File: src/rtl/rv_pkg.sv
// ---------------------------------------------------------------------------
// rv_pkg -- shared definitions for the memory stage.
//   * mem2reg writeback-select encodings
//   * funct3 access size / sign encodings
//   * memory-stage FSM state type
//   * is_misaligned(): natural-alignment check used when the optional
//     misalignment trap (macro MEM_MISALIGN_TRAP_EN) is built in
// ---------------------------------------------------------------------------
package rv_pkg;

  // Writeback source select carried through MEM/WB.
  localparam logic [1:0] M2R_NPC = 2'b00;
  localparam logic [1:0] M2R_ALU = 2'b01;
  localparam logic [1:0] M2R_MEM = 2'b10;
  localparam logic [1:0] M2R_IMM = 2'b11;

  // Access size / sign. Any other funct3 is handled as a word access.
  localparam logic [2:0] F3_B  = 3'b000;
  localparam logic [2:0] F3_H  = 3'b001;
  localparam logic [2:0] F3_W  = 3'b010;
  localparam logic [2:0] F3_BU = 3'b100;
  localparam logic [2:0] F3_HU = 3'b101;

  typedef enum logic {
    S_IDLE = 1'b0,
    S_WAIT = 1'b1
  } mem_state_t;

  // Halfwords must sit on even addresses, words (and undefined sizes,
  // which behave as words) on multiples of four. Bytes are always aligned.
  function automatic logic is_misaligned(input logic [2:0] funct3,
                                         input logic [1:0] addr_lo);
    case (funct3)
      F3_B, F3_BU: return 1'b0;
      F3_H, F3_HU: return addr_lo[0];
      default:     return (addr_lo != 2'b00);
    endcase
  endfunction

endpackage

File: src/rtl/lsu_align.sv
// ---------------------------------------------------------------------------
// lsu_align -- combinational byte-lane steering for the memory stage.
//   addr_lo    in  2  low address bits of the access
//   funct3     in  3  access size / sign (see rv_pkg)
//   store_data in  N  rs2 value of a store
//   rdata      in  N  word returned by data memory
//   be         out 4  byte enables for the access
//   wdata      out N  store data replicated onto every lane of its size
//   load_data  out N  addressed byte/half/word, sign- or zero-extended
// Halfword accesses only look at addr_lo[1] and word accesses ignore
// addr_lo, so a misaligned access that reaches this block is silently
// rounded down to its natural boundary.
// ---------------------------------------------------------------------------
module lsu_align
  import rv_pkg::*;
#(
  parameter int N = 32
) (
  input  logic [1:0]   addr_lo,
  input  logic [2:0]   funct3,
  input  logic [N-1:0] store_data,
  input  logic [N-1:0] rdata,
  output logic [3:0]   be,
  output logic [N-1:0] wdata,
  output logic [N-1:0] load_data
);

  logic [1:0]   offset;   // byte offset actually used for this size
  logic [N-1:0] shifted;

  // NOTE: every output of a combinational block gets a default first, so no
  // path through the case statements can leave one unassigned (latch).
  always_comb begin
    offset = 2'b00;
    be     = 4'b1111;
    wdata  = store_data;
    case (funct3)
      F3_B, F3_BU: begin
        offset = addr_lo;
        be     = 4'b0001 << addr_lo;
        wdata  = {4{store_data[7:0]}};
      end
      F3_H, F3_HU: begin
        offset = {addr_lo[1], 1'b0};
        be     = 4'b0011 << {addr_lo[1], 1'b0};
        wdata  = {2{store_data[15:0]}};
      end
      default: ;
    endcase

    shifted = rdata >> {offset, 3'b000};

    case (funct3)
      F3_B:    load_data = {{(N-8){shifted[7]}},   shifted[7:0]};
      F3_BU:   load_data = {{(N-8){1'b0}},         shifted[7:0]};
      F3_H:    load_data = {{(N-16){shifted[15]}}, shifted[15:0]};
      F3_HU:   load_data = {{(N-16){1'b0}},        shifted[15:0]};
      default: load_data = shifted;
    endcase
  end

endmodule

File: src/rtl/mem_stage.sv
// ---------------------------------------------------------------------------
// mem_stage -- pipeline MEM stage with a two-state (IDLE/WAIT) handshake to
// data memory and the MEM/WB pipeline register.
//
// Ports
//   clk, rst            clock; synchronous active-high reset
//   ex_*                EX/MEM register contents (valid, ALU result/address,
//                       store data, funct3, memRead, memWrite, mem2reg,
//                       regWrite, rd, NPC)
//   stall               upstream stages hold while 1
//   dmem_req/we/addr/be/wdata   request to data memory (addr word aligned)
//   dmem_rdata, dmem_ack        response; ack may arrive in the request cycle
//   wb_*                MEM/WB register contents for writeback
//   misalign            only with MEM_MISALIGN_TRAP_EN: one-cycle flag for a
//                       misaligned access, which is dropped as a bubble
//
// In IDLE a memory op is presented combinationally from ex_*. If memory does
// not ack in that cycle the request is registered and the FSM sits in WAIT,
// replaying the registered request until ack. Every stalled cycle writes a
// bubble into MEM/WB. The upstream EX/MEM register is expected to be reset
// together with this stage, so ex_valid is low in the cycle after reset.
// ---------------------------------------------------------------------------
module mem_stage
  import rv_pkg::*;
#(
  parameter int N = 32
) (
`ifdef MEM_MISALIGN_TRAP_EN
  output logic         misalign,
`endif
  input  logic         clk,
  input  logic         rst,
  input  logic         ex_valid,
  input  logic [N-1:0] ex_ALUres,
  input  logic [N-1:0] ex_store_data,
  input  logic [2:0]   ex_funct3,
  input  logic         ex_memRead,
  input  logic         ex_memWrite,
  input  logic [1:0]   ex_mem2reg,
  input  logic         ex_regWrite,
  input  logic [4:0]   ex_rd,
  input  logic [N-1:0] ex_NPC,
  output logic         stall,
  output logic         dmem_req,
  output logic         dmem_we,
  output logic [N-1:0] dmem_addr,
  output logic [3:0]   dmem_be,
  output logic [N-1:0] dmem_wdata,
  input  logic [N-1:0] dmem_rdata,
  input  logic         dmem_ack,
  output logic         wb_valid,
  output logic [N-1:0] wb_ALUres,
  output logic [N-1:0] wb_MEMread,
  output logic [N-1:0] wb_NPC,
  output logic [1:0]   wb_mem2reg,
  output logic         wb_regWrite,
  output logic [4:0]   wb_rd
);

  mem_state_t state;

  // Request replayed while in WAIT.
  logic         req_we;
  logic [N-1:0] req_addr;
  logic [3:0]   req_be;
  logic [N-1:0] req_wdata;

  // Rest of the instruction held while in WAIT, written to MEM/WB on ack.
  logic [N-1:0] pend_ALUres;
  logic [N-1:0] pend_NPC;
  logic [2:0]   pend_funct3;
  logic         pend_load;
  logic [1:0]   pend_mem2reg;
  logic         pend_regWrite;
  logic [4:0]   pend_rd;

  logic         mem_op;
  logic         mis;      // misaligned op dropped (always 0 without the trap)
  logic         issue;    // IDLE presents a new request this cycle
  logic [1:0]   align_lo;
  logic [2:0]   align_f3;
  logic [3:0]   lane_be;
  logic [N-1:0] lane_wdata;
  logic [N-1:0] load_data;

  // Next MEM/WB contents.
  logic         nx_valid;
  logic [N-1:0] nx_ALUres;
  logic [N-1:0] nx_MEMread;
  logic [N-1:0] nx_NPC;
  logic [1:0]   nx_mem2reg;
  logic         nx_regWrite;
  logic [4:0]   nx_rd;

  assign mem_op = ex_memRead | ex_memWrite;

`ifdef MEM_MISALIGN_TRAP_EN
  assign mis      = (state == S_IDLE) & ex_valid & mem_op
                  & is_misaligned(ex_funct3, ex_ALUres[1:0]);
  assign misalign = mis;
`else
  assign mis      = 1'b0;
`endif

  assign issue = (state == S_IDLE) & ex_valid & mem_op & ~mis;

  // In WAIT the lane logic must decode the stalled load, not ex_*.
  assign align_lo = (state == S_WAIT) ? pend_ALUres[1:0] : ex_ALUres[1:0];
  assign align_f3 = (state == S_WAIT) ? pend_funct3      : ex_funct3;

  lsu_align #(.N(N)) u_align (
    .addr_lo    (align_lo),
    .funct3     (align_f3),
    .store_data (ex_store_data),
    .rdata      (dmem_rdata),
    .be         (lane_be),
    .wdata      (lane_wdata),
    .load_data  (load_data)
  );

  always_comb begin
    if (state == S_WAIT) begin
      dmem_req   = 1'b1;
      dmem_we    = req_we;
      dmem_addr  = req_addr;
      dmem_be    = req_be;
      dmem_wdata = req_wdata;
    end else begin
      dmem_req   = issue;
      dmem_we    = issue & ex_memWrite;
      dmem_addr  = {ex_ALUres[N-1:2], 2'b00};
      dmem_be    = lane_be;
      dmem_wdata = lane_wdata;
    end
    stall = (issue | (state == S_WAIT)) & ~dmem_ack;
  end

  // Anything that is not a completed instruction leaves MEM/WB all-zero.
  always_comb begin
    nx_valid    = 1'b0;
    nx_ALUres   = '0;
    nx_MEMread  = '0;
    nx_NPC      = '0;
    nx_mem2reg  = 2'b00;
    nx_regWrite = 1'b0;
    nx_rd       = 5'd0;
    if (state == S_IDLE) begin
      if (ex_valid && !stall && !mis) begin
        nx_valid    = 1'b1;
        nx_ALUres   = ex_ALUres;
        nx_MEMread  = ex_memRead ? load_data : '0;
        nx_NPC      = ex_NPC;
        nx_mem2reg  = ex_mem2reg;
        nx_regWrite = ex_regWrite & ~ex_memWrite;
        nx_rd       = ex_rd;
      end
    end else if (dmem_ack) begin
      nx_valid    = 1'b1;
      nx_ALUres   = pend_ALUres;
      nx_MEMread  = pend_load ? load_data : '0;
      nx_NPC      = pend_NPC;
      nx_mem2reg  = pend_mem2reg;
      nx_regWrite = pend_regWrite;
      nx_rd       = pend_rd;
    end
  end

  // FSM and MEM/WB register.
  // NOTE: clocked state uses non-blocking assignments so every register in
  // this block samples values from before the edge, regardless of order.
  always_ff @(posedge clk) begin
    if (rst) begin
      state       <= S_IDLE;
      wb_valid    <= 1'b0;
      wb_ALUres   <= '0;
      wb_MEMread  <= '0;
      wb_NPC      <= '0;
      wb_mem2reg  <= 2'b00;
      wb_regWrite <= 1'b0;
      wb_rd       <= 5'd0;
    end else begin
      case (state)
        S_IDLE:  if (issue && !dmem_ack) state <= S_WAIT;
        S_WAIT:  if (dmem_ack)           state <= S_IDLE;
        default:                         state <= S_IDLE;
      endcase
      wb_valid    <= nx_valid;
      wb_ALUres   <= nx_ALUres;
      wb_MEMread  <= nx_MEMread;
      wb_NPC      <= nx_NPC;
      wb_mem2reg  <= nx_mem2reg;
      wb_regWrite <= nx_regWrite;
      wb_rd       <= nx_rd;
    end
  end

  // NOTE: the held request is pure datapath and carries no reset; it is only
  // observed while in WAIT, and WAIT is always entered through the load below.
  always_ff @(posedge clk) begin
    if (issue && !dmem_ack) begin
      req_we        <= ex_memWrite;
      req_addr      <= {ex_ALUres[N-1:2], 2'b00};
      req_be        <= lane_be;
      req_wdata     <= lane_wdata;
      pend_ALUres   <= ex_ALUres;
      pend_NPC      <= ex_NPC;
      pend_funct3   <= ex_funct3;
      pend_load     <= ex_memRead;
      pend_mem2reg  <= ex_mem2reg;
      pend_regWrite <= ex_regWrite & ~ex_memWrite;
      pend_rd       <= ex_rd;
    end
  end

endmodule

File: config.mk
export PLATFORM = sky130hd
export DESIGN_NAME = mem_stage
export DESIGN_NICKNAME = d
export VERILOG_FILES = /design/src/rtl/rv_pkg.sv /design/src/rtl/lsu_align.sv /design/src/rtl/mem_stage.sv
export SDC_FILE = /design/constraint.sdc
export NUM_CORES = 1
export LEC_CHECK = 0
export CORE_ASPECT_RATIO = 1.2
export CORE_UTILIZATION = 47
export CTS_BUF_LIST = sky130_fd_sc_hd__clkbuf_16
export DETAILED_ROUTE_END_ITERATION = 12
export GPL_TIMING_DRIVEN = 0
export PLACE_DENSITY_LB_ADDON = 0.08
export SYNTH_ARGS = -nofsm -noshare
export SYNTH_HDL_FRONTEND = slang
export SYNTH_SLANG_ARGS = --single-unit
File: constraint.sdc
create_clock -name clk -period 32.2 [get_ports clk]
set_input_delay 6.44 -clock clk [delete_from_list [all_inputs] [get_ports clk]]
set_output_delay 6.44 -clock clk [all_outputs]
set_load 0.1 [all_outputs]
# ---- Yosys cells after proc, flatten, opt, wreduce, memory -nomap -nowiden
# Index checks and enable logic that the tools add are counted.
# W data, S select, Z words.
dict set report totals {
  regBits 249
  latch_bits 0
  ram_bits 0
  romBits 0
  out_inout_bits 176
  wordCells 79
  n_memories 0
}
dict set report op_classes {
  n_addsub 0
  n_mul 0
  div 0
  magnitude_cmp 0
  eq_ne 3
  shift 3
  muxes 37
  n_bitwise 10
  reduce_logical 7
}
# op n
set ops {}
lappend ops {{$mux W32} 13}
lappend ops {{$pmux W32 S4} 1}
lappend ops {{$pmux W32 S2} 1}
lappend ops {{$shr A32 B5 Y32} 1}
lappend ops {{$mux W5} 3}
lappend ops {{$mux W1} 10}
lappend ops {{$mux W2} 4}
lappend ops {{$pmux W4 S2} 1}
lappend ops {{$eq A3 B3 Y1 const B} 2}
lappend ops {{$and A1 B1 Y1} 5}
lappend ops {{$mux W4} 1}
lappend ops {{$pmux W2 S2} 1}
lappend ops {{$reduce_or A2 Y1} 2}
lappend ops {{$shl A1 B2 Y4 const A} 1}
lappend ops {{$shl A2 B2 Y4 const A} 1}
lappend ops {{$eq A3 B1 Y1 const B} 1}
lappend ops {{$logic_not A3 Y1} 1}
lappend ops {{$mux W3} 1}
lappend ops {{$not A1 Y1} 3}
lappend ops {{$logic_and A1 B1 Y1} 2}
lappend ops {{$logic_not A1 Y1} 2}
lappend ops {{$or A1 B1 Y1} 2}
lappend ops {{$pmux W1 S2} 1}

# ---- Longest topological paths before layout
# Gate-level depths: netlist (run 1).
dict set report depth {
  word_depth 9
  ltp_mapped 8
}

# ---- Hierarchy
# A second synthesis (run 1) with hierarchy kept.
dict set report unflattened {
  cells_unflattened 639
  area_unflattened_um2 9283.9
}
# module n_inst cells_each area_per_inst_um2 seq_area_each_um2
set by_module_without_submodules {}
lappend by_module_without_submodules {mem_stage 1 495 7957.6 5515.3}
lappend by_module_without_submodules {lsu_align 1 144 1326.3 0.0}

# ---- Worst setup path before layout (run 1)
# Ideal clock, no wire load.
dict set report synth_path {
  path_type {input -> output}
  from {in ex_ALUres[0]}
  to {out dmem_be[2]}
  t_arrival_ps 9371
  t_required_ps 25760
  path_slack_ps 16389
  cell_stages 5
  n_path_buf 2
  cell_sequence {or4b_1 > clkbuf_2 > nand2_1 > clkbuf_1 > o31ai_1}
}
dict set report synth_via {
  elab_chain_cells 4
}
# element line
set synth_rtl {}
lappend synth_rtl {{from (decl)} mem_stage.sv:34} ;# input logic [N-1:0] ex_ALUres,
lappend synth_rtl {{$mux W2} mem_stage.sv:108} ;# assign align_lo = (state == S_WAIT) ? pend_ALUres[1:0] : ex_ALUres[1:0];
lappend synth_rtl {{$shl A1 B2 Y4} lsu_align.sv:40} ;# be = 4'b0001 << addr_lo;
lappend synth_rtl {{$pmux W4 S2} lsu_align.sv:37} ;# case (funct3)
lappend synth_rtl {{$mux W4} mem_stage.sv:122} ;# if (state == S_WAIT) begin
lappend synth_rtl {{to (decl)} mem_stage.sv:47} ;# output logic [3:0] dmem_be,
# No other way between the ends.

# ---- Worst setup path after layout (run 1)
dict set report layout_path {
  from {in ex_funct3[1]}
  to {out dmem_wdata[21]}
}
dict set report layout_via {
  elab_chain_cells 5
}
# element line
set layout_rtl {}
lappend layout_rtl {{from (decl)} mem_stage.sv:36} ;# input logic [2:0] ex_funct3,
lappend layout_rtl {{$mux W3 (*)} mem_stage.sv:109} ;# assign align_f3 = (state == S_WAIT) ? pend_funct3 : ex_funct3;
lappend layout_rtl {{$eq A3 B1 Y1, or another cell as far along} lsu_align.sv:37}
lappend layout_rtl {{$reduce_or A2 Y1} lsu_align.sv:37}
lappend layout_rtl {{$pmux W32 S2 (*)} lsu_align.sv:37}
lappend layout_rtl {{named net lane_wdata[21]} mem_stage.sv:83} ;# logic [N-1:0] lane_wdata;
lappend layout_rtl {{$mux W32 (*)} mem_stage.sv:122}
lappend layout_rtl {{to (decl)} mem_stage.sv:48} ;# output logic [N-1:0] dmem_wdata,
# The timed path passes the listed nets; every way through them passes the cells marked *.

==> flow_summary_export.csv, run 1 <==
group,metric,value,unit
run_status,status,"finished clean",
clock_network,clock-sinks,219,
grt,grt_antenna_before_repair,0,
layout,final_cell_count_no_fill,1318,
layout,fin_util,72.29,%
timing,finalCriticalPeriod,15.97,ns
logic_synthesis,synth_area,8402,µm²
logic_synthesis,synth-edff-count,113,
power_and_ir_drop,power_density,57.71,nW/µm²
clock_network,clk_latency,0.51,ns
die,dieWidth,124.1,µm
routing,routed_wl,24.35,mm
routing,routedWlPerCell,18.48,µm
timing,setup_ws,16.23,ns
clock_network,htreeDepth,1,
logic_synthesis,yosys_most_used_dff,"edfxtp_1",
routing,drtIter0Drc,274,
layout,drive_gt1_share,8.834,%
grt,grt_pass1_wl,37.08,mm
die,start_util,47.99,%
job,max_cap_viol_count,0,
routing,drc,0,
die,row_count,53,
logic_synthesis,ys_seq_area_share,65.64,%
timing,clock.fmax,0.06264,GHz
clock_network,hold_buffers,0,
placed_design,gp_congestion,0.8666,
placed_design,io_buffer_count,317,
layout,num-nets-final,1227,
timing,setup_tns,0,ns
die,die-area,18420,µm²
grt,grt_max_degree,15,
clock_network,clockRootBuffer,"clkbuf_16",
logic_synthesis,postSynthAreaPerCell,11.53,µm²
power_and_ir_drop,vdd_drop_max,0.05219,mV
clock_network,cts_resized,0,
placed_design,dp_hpwl,18.17,mm
critical_path,criticalPathCategory,"in2out",
clock_network,cts_tree,"built",
worst_hold_path,hold_class,"reg2reg",
timing,finalHoldViolations,0,
grt,grt_pass1_vias,7046,
die,die_h,148.5,µm
timing,finalCritPeriodShare,49.58,%
timing,setup_viol,0,
layout,synthToLayoutAreaGrowth,50.63,%
power_and_ir_drop,p_leak,4.827,nW
timing,finalMaxSlewViolations,0,
placed_design,pre_cts_slack,16.25,ns
logic_synthesis,ys_warn_count,0,
clock_network,cts_setup_buffers,0,
critical_path,end_kind,"output port",
routing,vias,6939,
routing,drtAntennaViolNets,0,
die,core_area,17510,µm²
timing,whs,0.4996,ns
logic_synthesis,synth.distinct_cells,46,
clock_network,clock_path_buffers,3,
critical_path,crit_path_start_kind,"input pin",
clock_network,cts-buffers-inserted,22,
grt,overflow,0,
layout,diodes,0,
clock_network,clk_pin_slew_worst_paths,0.06,ns
routing,drt_pre_antenna_iters,4,
placed_design,post-place-cells,1278,
timing,maxSlewHeadroom,27.57,%
logic_synthesis,synth_cells,729,
layout,final_common_cell,"clkdlybuf4s50_1",
critical_path,crit_fanout,10,
logic_synthesis,ys_seq_elements,219,
grt,grt_usage,26.37,%
layout,layout_common_cells,"clkdlybuf4s50_1 (317), nand2_1 (159), edfxtp_1 (113)",
routing,viasPerCell,5.265,
layout,n_fill_cell,1296,
critical_path,crit_arrival,9.53,ns
logic_synthesis,ys_async_sr_fraction,0,%
critical_path,required,25.76,ns
timing,worst_pin_slew,1.082,ns
die,pin_count,321,
timing,fin_skew,0.004801,ns
timing,rsz0062_at_grt,"false",
==> layout make-up <==
cell class | count | area [µm²] | area share, %
Multi-Input combinational cell | 457 | 2671 | 21.11
Tap cell | 220 | 275.3 | 2.175
Clock buffer | 23 | 575.6 | 4.548
Timing Repair Buffer | 328 | 3316 | 26.20
Clock inverter | 17 | 78.83 | 0.6228
Sequential cell | 219 | 5515 | 43.58
Inverter | 5 | 18.77 | 0.1483
Buffer | 49 | 205.2 | 1.621
==> logic make-up (layout without fill, tap and decap cells) <==
family | after synthesis | count (layout) | share of synthesized area [%]
AND/OR/NAND/NOR | 269 | 269 | 13.58
flip-flops | 219 | 219 | 65.64
AO/OA/AOI/OAI | 128 | 128 | 10.50
multiplexers | 58 | 58 | 7.565
buffers and inverters | 54 | 422 | 2.665
other | 1 | 2 | 0.04463
==> critical path, stage by stage <==
cell and delay [ns]:
clkdlybuf4s50_1 0.55, mux2i_1 0.63, clkbuf_1 0.42, nand2_1 0.10, nand2_1 0.09, mux2_2 0.14
clkdlybuf4s50_1 1.13
==> metrics by stage <==
step / total power [mW] / area, µm²
2_1_floorplan: 0.4453 / 8406
3_3_place_gp: 0.5013 / 11850
3_5_place_dp: 0.5020 / 12000
4_1_cts: 0.7343 / 12660
5_1_grt: 0.7542 / 12660
6_report: 0.7304 / 12660
==> flip-flops by register name (all words and copies together) (netlist names) <==
name / cells
pend_ALUres: 32
pend_NPC: 32
req_wdata: 32
wb_ALUres: 32
wb_MEMread: 32
wb_NPC: 32
pend_rd: 5
wb_rd: 5
req_be: 4
pend_funct3: 3
pend_mem2reg: 2
wb_mem2reg: 2
pend_load: 1
pend_regWrite: 1
req_we: 1
state: 1
wb_regWrite: 1
wb_valid: 1
==> synth_stat cells, drive strengths merged (9+ instances only) <==
master | n | area share, %
o22ai | 30 | 2.2
o21ai | 18 | 1.1
a22oi | 41 | 3.7
nor2 | 70 | 3.1
edfxtp | 113 | 40
clkbuf | 41 | 1.8
mux2 | 41 | 5.5
dfxtp | 106 | 25
a211oi | 13 | 1.3
mux2i | 17 | 2.1
and3 | 9 | 0.73
nand2 | 159 | 7.1
==> path summary, 6_finish.rpt <==
kind,start,endpoint,slack (ns),cells past startpoint
min,pend_NPC[0]$_DFFE_PP_,wb_NPC[0]$_SDFF_PP0_,0.50,2
min reg2reg,pend_NPC[0]$_DFFE_PP_,wb_NPC[0]$_SDFF_PP0_,0.50,2
max,ex_funct3[1],dmem_wdata[21],16.23,7
max reg2reg,state$_SDFF_PP0_,wb_NPC[1]$_SDFF_PP0_,29.43,9
==> where the power goes <==
group / internal, mW / switching (mW) / leakage [nW]
Clock: 0.129 / 0.105 / 0.352
Combinational: 0.0525 / 0.135 / 2.57
Sequential: 0.306 / 0.00309 / 1.91
Total: 0.487 / 0.243 / 4.83
==> per-layer routing <==
metal / vias to the layer above / part of all wire (%) / GRT usage, %
li1: 3323 / - / -
met1: 3298 / 36 / 29.11
met2: 256 / 51 / 46.27
met3: 62 / 8.9 / 8.014
met4: 0 / 3.7 / 11.07
met5: - / 0 / 0
No activity file was read; power rests on OpenSTA's default activity.
==> inputs of run 2 (changes only) <==
- CORE_UTILIZATION: 47 -> 40
- clock period: 32.2 -> 13.2 ns (I/O delays scaled with it)
==> run 2 against run 1 <==
  * Sequential share of layout area is 0.21 points lower
  * Wire length decreased by 0.41%
  * Core utilization is 9.9 points lower
  * Cell area grew 0.48%
  * Highest routed layer unchanged
  * Clock skew grew 0.0026 ns
  * Sequential cell count is the same
  * Global-route usage down 4.3 points
  * Via count is 0.75% lower
  * Sequential power is 140% higher
  * Clock power rose by 140%
  * Clock-buffer cell count unchanged
==> flow_summary_export.csv, run 2 (synthesis gave the netlist of run 1 again) <==
group,metric,value,unit
run_status,status,"finished clean",
critical_path,critPathLaunch,"ex_funct3[1]",
critical_path,r2r_start,"state$_SDFF_PP0_",
layout,design_area,12720,µm²
timing,setup_viol,0,
layout,final_common_cell,"clkdlybuf4s50_1",
placed_design,pre_cts_slack,4.793,ns
power_and_ir_drop,power,1.777,mW
critical_path,end_kind,"output port",
die,die-area,21590,µm²
critical_path,crit_fanout,10,
clock_network,htreeDepth,1,
routing,vias,6887,
die,die_h,160.8,µm
timing,maxSlewHeadroom,29.79,%
worst_hold_path,hold_class,"reg2reg",
timing,rsz0062_at_grt,"false",
timing,finalCritPeriodShare,63.49,%
timing,finalCriticalPeriod,8.381,ns
placed_design,gp_congestion,0.8536,
routing,routed_wl,24.25,mm
placed_design,dp_hpwl,18.00,mm
layout,num-nets-final,1228,
timing,finalHoldViolations,0,
critical_path,required,10.56,ns
die,row_count,57,
power_and_ir_drop,p_leak,4.828,nW
grt,grt_antenna_before_repair,0,
grt,grt_max_degree,15,
clock_network,cts_tree,"built",
die,pin_count,321,
layout,synthToLayoutAreaGrowth,51.36,%
power_and_ir_drop,power_density,139.7,nW/µm²
routing,drtAntennaViolNets,0,
grt,grt_pass1_vias,6943,
grt,overflow,0,
placed_design,io_buffer_count,317,
clock_network,clock-sinks,219,
clock_network,clockRootBuffer,"clkbuf_16",
layout,fin_util,62.35,%
clock_network,hold_buffers,0,
clock_network,cts_setup_buffers,0,
routing,viasPerCell,5.045,
layout,n_fill_cell,1728,
timing,worst_pin_slew,1.050,ns
routing,drc,0,
die,dieWidth,134.3,µm
timing,fin_skew,0.007412,ns
job,max_cap_viol_count,0,
die,start_util,41.19,%
routing,drt_pre_antenna_iters,4,
critical_path,path_cells,"clkdlybuf4s50_1 -> mux2i_1 -> clkbuf_1 -> nand2_1 -> nand2_1 -> mux2_2 -> clkdlybuf4s50_1",
timing,clock.fmax,0.1193,GHz
clock_network,clock_path_buffers,3,
timing,finalMaxSlewViolations,0,
timing,setup_ws,4.819,ns
grt,grt_pass1_wl,37.25,mm
clock_network,clk_pin_slew_worst_paths,0.06,ns
timing,whs,0.4999,ns
critical_path,criticalPathCategory,"in2out",
critical_path,slowest_stage,"clkdlybuf4s50_1",
placed_design,post_dp_cell_area,12060,µm²
clock_network,clk_latency,0.49,ns
clock_network,cts_resized,0,
power_and_ir_drop,vdd_drop_max,0.1075,mV
routing,routedWlPerCell,17.77,µm
critical_path,crit_path_start_kind,"input pin",
critical_path,cpPeakStageDelay,1.12,ns
critical_path,crit_arrival,5.74,ns
worst_hold_path,min_from,"pend_NPC[18]$_DFFE_PP_",
clock_network,cts-buffers-inserted,22,
layout,drive_gt1_share,9.190,%
die,core_area,20400,µm²
layout,layout_common_cells,"clkdlybuf4s50_1 (317), nand2_1 (159), edfxtp_1 (113)",
grt,grt_usage,22.07,%
routing,drtIter0Drc,283,
==> run 2: worst max-delay path: cells and delay by family <==
family                 cells  cell delay, ns
muxes                      2            0.82
and+or+nand+nor            2            0.22
buffers and inverters      3            2.06
==> run 2: layer usage <==
metal	track usage (%)	up-vias	wire length (µm)
li1	-	3319	-
met1	26.15	3296	9609
met2	38.88	232	12200
met3	6.124	40	1901
met4	6.180	0	545
met5	0	-	0
==> run 2: final timing paths <==
| kind | end | slack (ns) | cells after the start |
|---|---|---|---|
| hold reg to reg | wb_NPC[18]$_SDFF_PP0_ | 0.50 | 2 |
| setup / recovery | dmem_wdata[22] | 4.82 | 7 |
| hold / removal | wb_NPC[18]$_SDFF_PP0_ | 0.50 | 2 |
| setup reg to reg | wb_ALUres[0]$_SDFF_PP0_ | 10.80 | 7 |
==> run 2: power breakdown <==
group	switching, mW	internal (mW)	total (mW)
Combinational	0.328	0.128	0.456
Clock	0.253	0.315	0.568
Sequential	0.00721	0.746	0.753
Total	0.588	1.19	1.78
==> run 2: final cells by class <==
class                      count  area (µm²)  area share, %
inverter                       5       18.77         0.1476
tap                          265       331.6          2.607
multi-input combinational    457        2671          21.01
clock inverter                17       77.57         0.6100
clock buffer                  23       575.6          4.526
timing repair buffer         329        3319          26.10
antenna                        1       2.502        0.01968
sequential                   219        5515          43.37
buffer                        49       205.2          1.614
==> run 2: per-stage QoR <==
step / TNS (ns) / std cells
final: 0 / 1365
after global routing: 0 / 1364
after CTS: 0 / 1364
after detailed placement: 0 / 1324
after global placement: -594.58 / 1312
after floorplan: 0 / 730
==> patch, RTL diff (settings of run 2) <==
Add a define of `MEM_MISALIGN_TRAP_EN`.
--- a/src/rtl/mem_stage.sv
+++ b/src/rtl/mem_stage.sv
@@ -20,6 +20,8 @@
 // bubble into MEM/WB. The upstream EX/MEM register is expected to be reset
 // together with this stage, so ex_valid is low in the cycle after reset.
 // ---------------------------------------------------------------------------
+`define MEM_MISALIGN_TRAP_EN
+
 module mem_stage
   import rv_pkg::*;
 #(
Check against the original RTL (old outputs only; new: misalign): not equivalent (a bounded check fails within 4 cycles, from zero or initial values and one cycle with rst high).
==> patch against run 2 <==
- cell area grew 2.8%
- critical path depth grew 1
- critical endpoint is now dmem_wdata[15]
- sequential cell count is the same
- clock power grew 16%
- largest cell class unchanged
- utilization shrank 0.23 points
- synthesized cell count grew 1.9%
- area after synthesis grew 2.8%
- largest power group unchanged
- hold slack lost 0.0044 ns
- routed wire length grew 3.4%
- total power grew 4.4%
- setup slack lost 0.0010 ns
- global-route usage shrank 0.26 points
- combinational power shrank 2%
==> patch: results (changes against run 2) <==
layout:
  nets: 1238  # +0.81%
  antenna_cells: 0  # -1
  fillCellCount: 1780  # +3.0%
  layout-drive-gt1-share: 0.115  # +0.0234
detailed_routing:
  initialDrtViolationCount: 298  # +5.3%
  viasPerCell: 4.96  # -1.8%
  first_pass_iters: 4  # unchanged
  finalWirelength_mm: 25.1  # +3.4%
global_routing:
  grt_antenna_before_repair: 0  # unchanged
  grt_pass1_vias: 6750  # -2.8%
  grt_max_degree: 27  # +12
  grt_use_total: 0.218  # -0.00259
  grt_first_pass_wirelength_mm: 37.2  # about the same
timing:
  tightestPinTransition_ns: 1.05  # -0.00112 ns
  clock_skew_ns: 0.0131  # +0.00567 ns
outcome:
  status: "finished, final reports clean"
place:
  dp_hpwl_mm: 18.0  # +0.14%
  globalplace.congestion: 0.781  # -8.5%
  io_buffer_count: 318  # +0.32%
clock_network:
  cts_buffer_depth: 3  # unchanged
  cts-root-buf: "clkbuf_16"
  clk_pin_slew_ns: 0.06  # about the same
  h-tree-depth: 1  # unchanged
  cts_setup_buffers: 0  # unchanged
  cts_buffers: 24  # +9.1%
  insertion_delay_ns: 0.51  # +0.02 ns
synthesis:
  synth.most_common_cell: "nand2_1"
  yosysUniqueCellTypes: 49  # +6.5%
  synth_area_leaders: "edfxtp_1, dfxtp_1, nand2_1"
  yosysSeqAreaShare: 0.638  # -0.0181
  synth-async-reset-ratio: 0  # unchanged
  yosys-top-cells-count: "nand2_1, edfxtp_1, dfxtp_1, nor2_1, mux2_2"
critical_path:
  critPathMaxStageDelay_ns: 1.14  # +0.02 ns
  timing.critical_path.arrival_ns: 5.74  # about the same
  crit_fanout: 10  # unchanged
  slowest_stage: "clkdlybuf4s50_1"
power_and_ir_drop:
  leakagePower_nw: 4.88  # +1.2%
  vdd_ir_drop_max_mv: 0.111  # +3.4%
die:
  die_w_um: 136  # +1.4%
patch: changes by cell type after synthesis, sizes merged, moves of 8 or more:
cell    change
a211oi     -12
nand2b     +32
a21oi      +23
clkbuf     -19
nor2       -20
a21o        +8
buf        +23
patch: routing by layer:
metal	track usage	part of all wire	vias up
li1	-	-	3376
met1	0.265	0.40	3197
met2	0.374	0.49	238
met3	0.0635	0.086	28
met4	0.0586	0.017	0
met5	0	0	-
patch: cell type report:
cell class,count,share of cell area
flip-flops and latches,219,0.422
repair buffers,323,0.253
multi-input cells,471,0.218
clock buffers,26,0.0498
well taps,270,0.0258
plain buffers,53,0.0214
clock inverters,17,0.00986
inverters,1,0.000287
patch: worst max-delay path: cells and delay by family:
kind,cells,cell delay [ns]
AO/OA/AOI/OAI,1,0.38
multiplexers,1,0.16
AND/OR/NAND/NOR,3,0.29
buffers and inverters,3,2.28
patch: through the flow:
step | hold WS, ns | setup slack (ns) | instances | instance area, um2 | power (W)
2_1_floorplan | 0.470 | 4.76 | 744 | 8640 | 0.00107
3_3_place_gp | 0.475 | 1.57 | 1332 | 12200 | 0.00121
3_5_place_dp | 0.487 | 4.84 | 1337 | 12300 | 0.00121
4_1_cts | 0.501 | 4.82 | 1380 | 13100 | 0.00187
5_1_grt | 0.520 | 4.70 | 1380 | 13100 | 0.00191
6_report | 0.496 | 4.82 | 1380 | 13100 | 0.00186
patch: cells by family after synthesis:
kind of cell | after synthesis | synth area share
AOI/OAI and AO/OA | 149 | 0.116
buffers and inverters | 54 | 0.0329
DFF | 219 | 0.638
muxes | 59 | 0.0755
other | 1 | 0.000434
and+or+nand+nor | 261 | 0.137
patch: path summary, 6_finish.rpt:
path	slack [ns]	endpoint	cells after the start	startpoint
max	4.82	dmem_wdata[15]	8	ex_funct3[0]
min	0.50	wb_NPC[5]	2	pend_NPC[5]
max reg2reg	10.82	pend_NPC[18]	8	state
min reg2reg	0.50	wb_NPC[5]	2	pend_NPC[5]
patch: where the power goes:
group | total [W] | internal [W] | switching [W]
clock network | 0.000660 | 0.000392 | 0.000268
registers | 0.000747 | 0.000741 | 0.00000597
logic | 0.000449 | 0.000129 | 0.000320
total | 0.00186 | 0.00126 | 0.000594
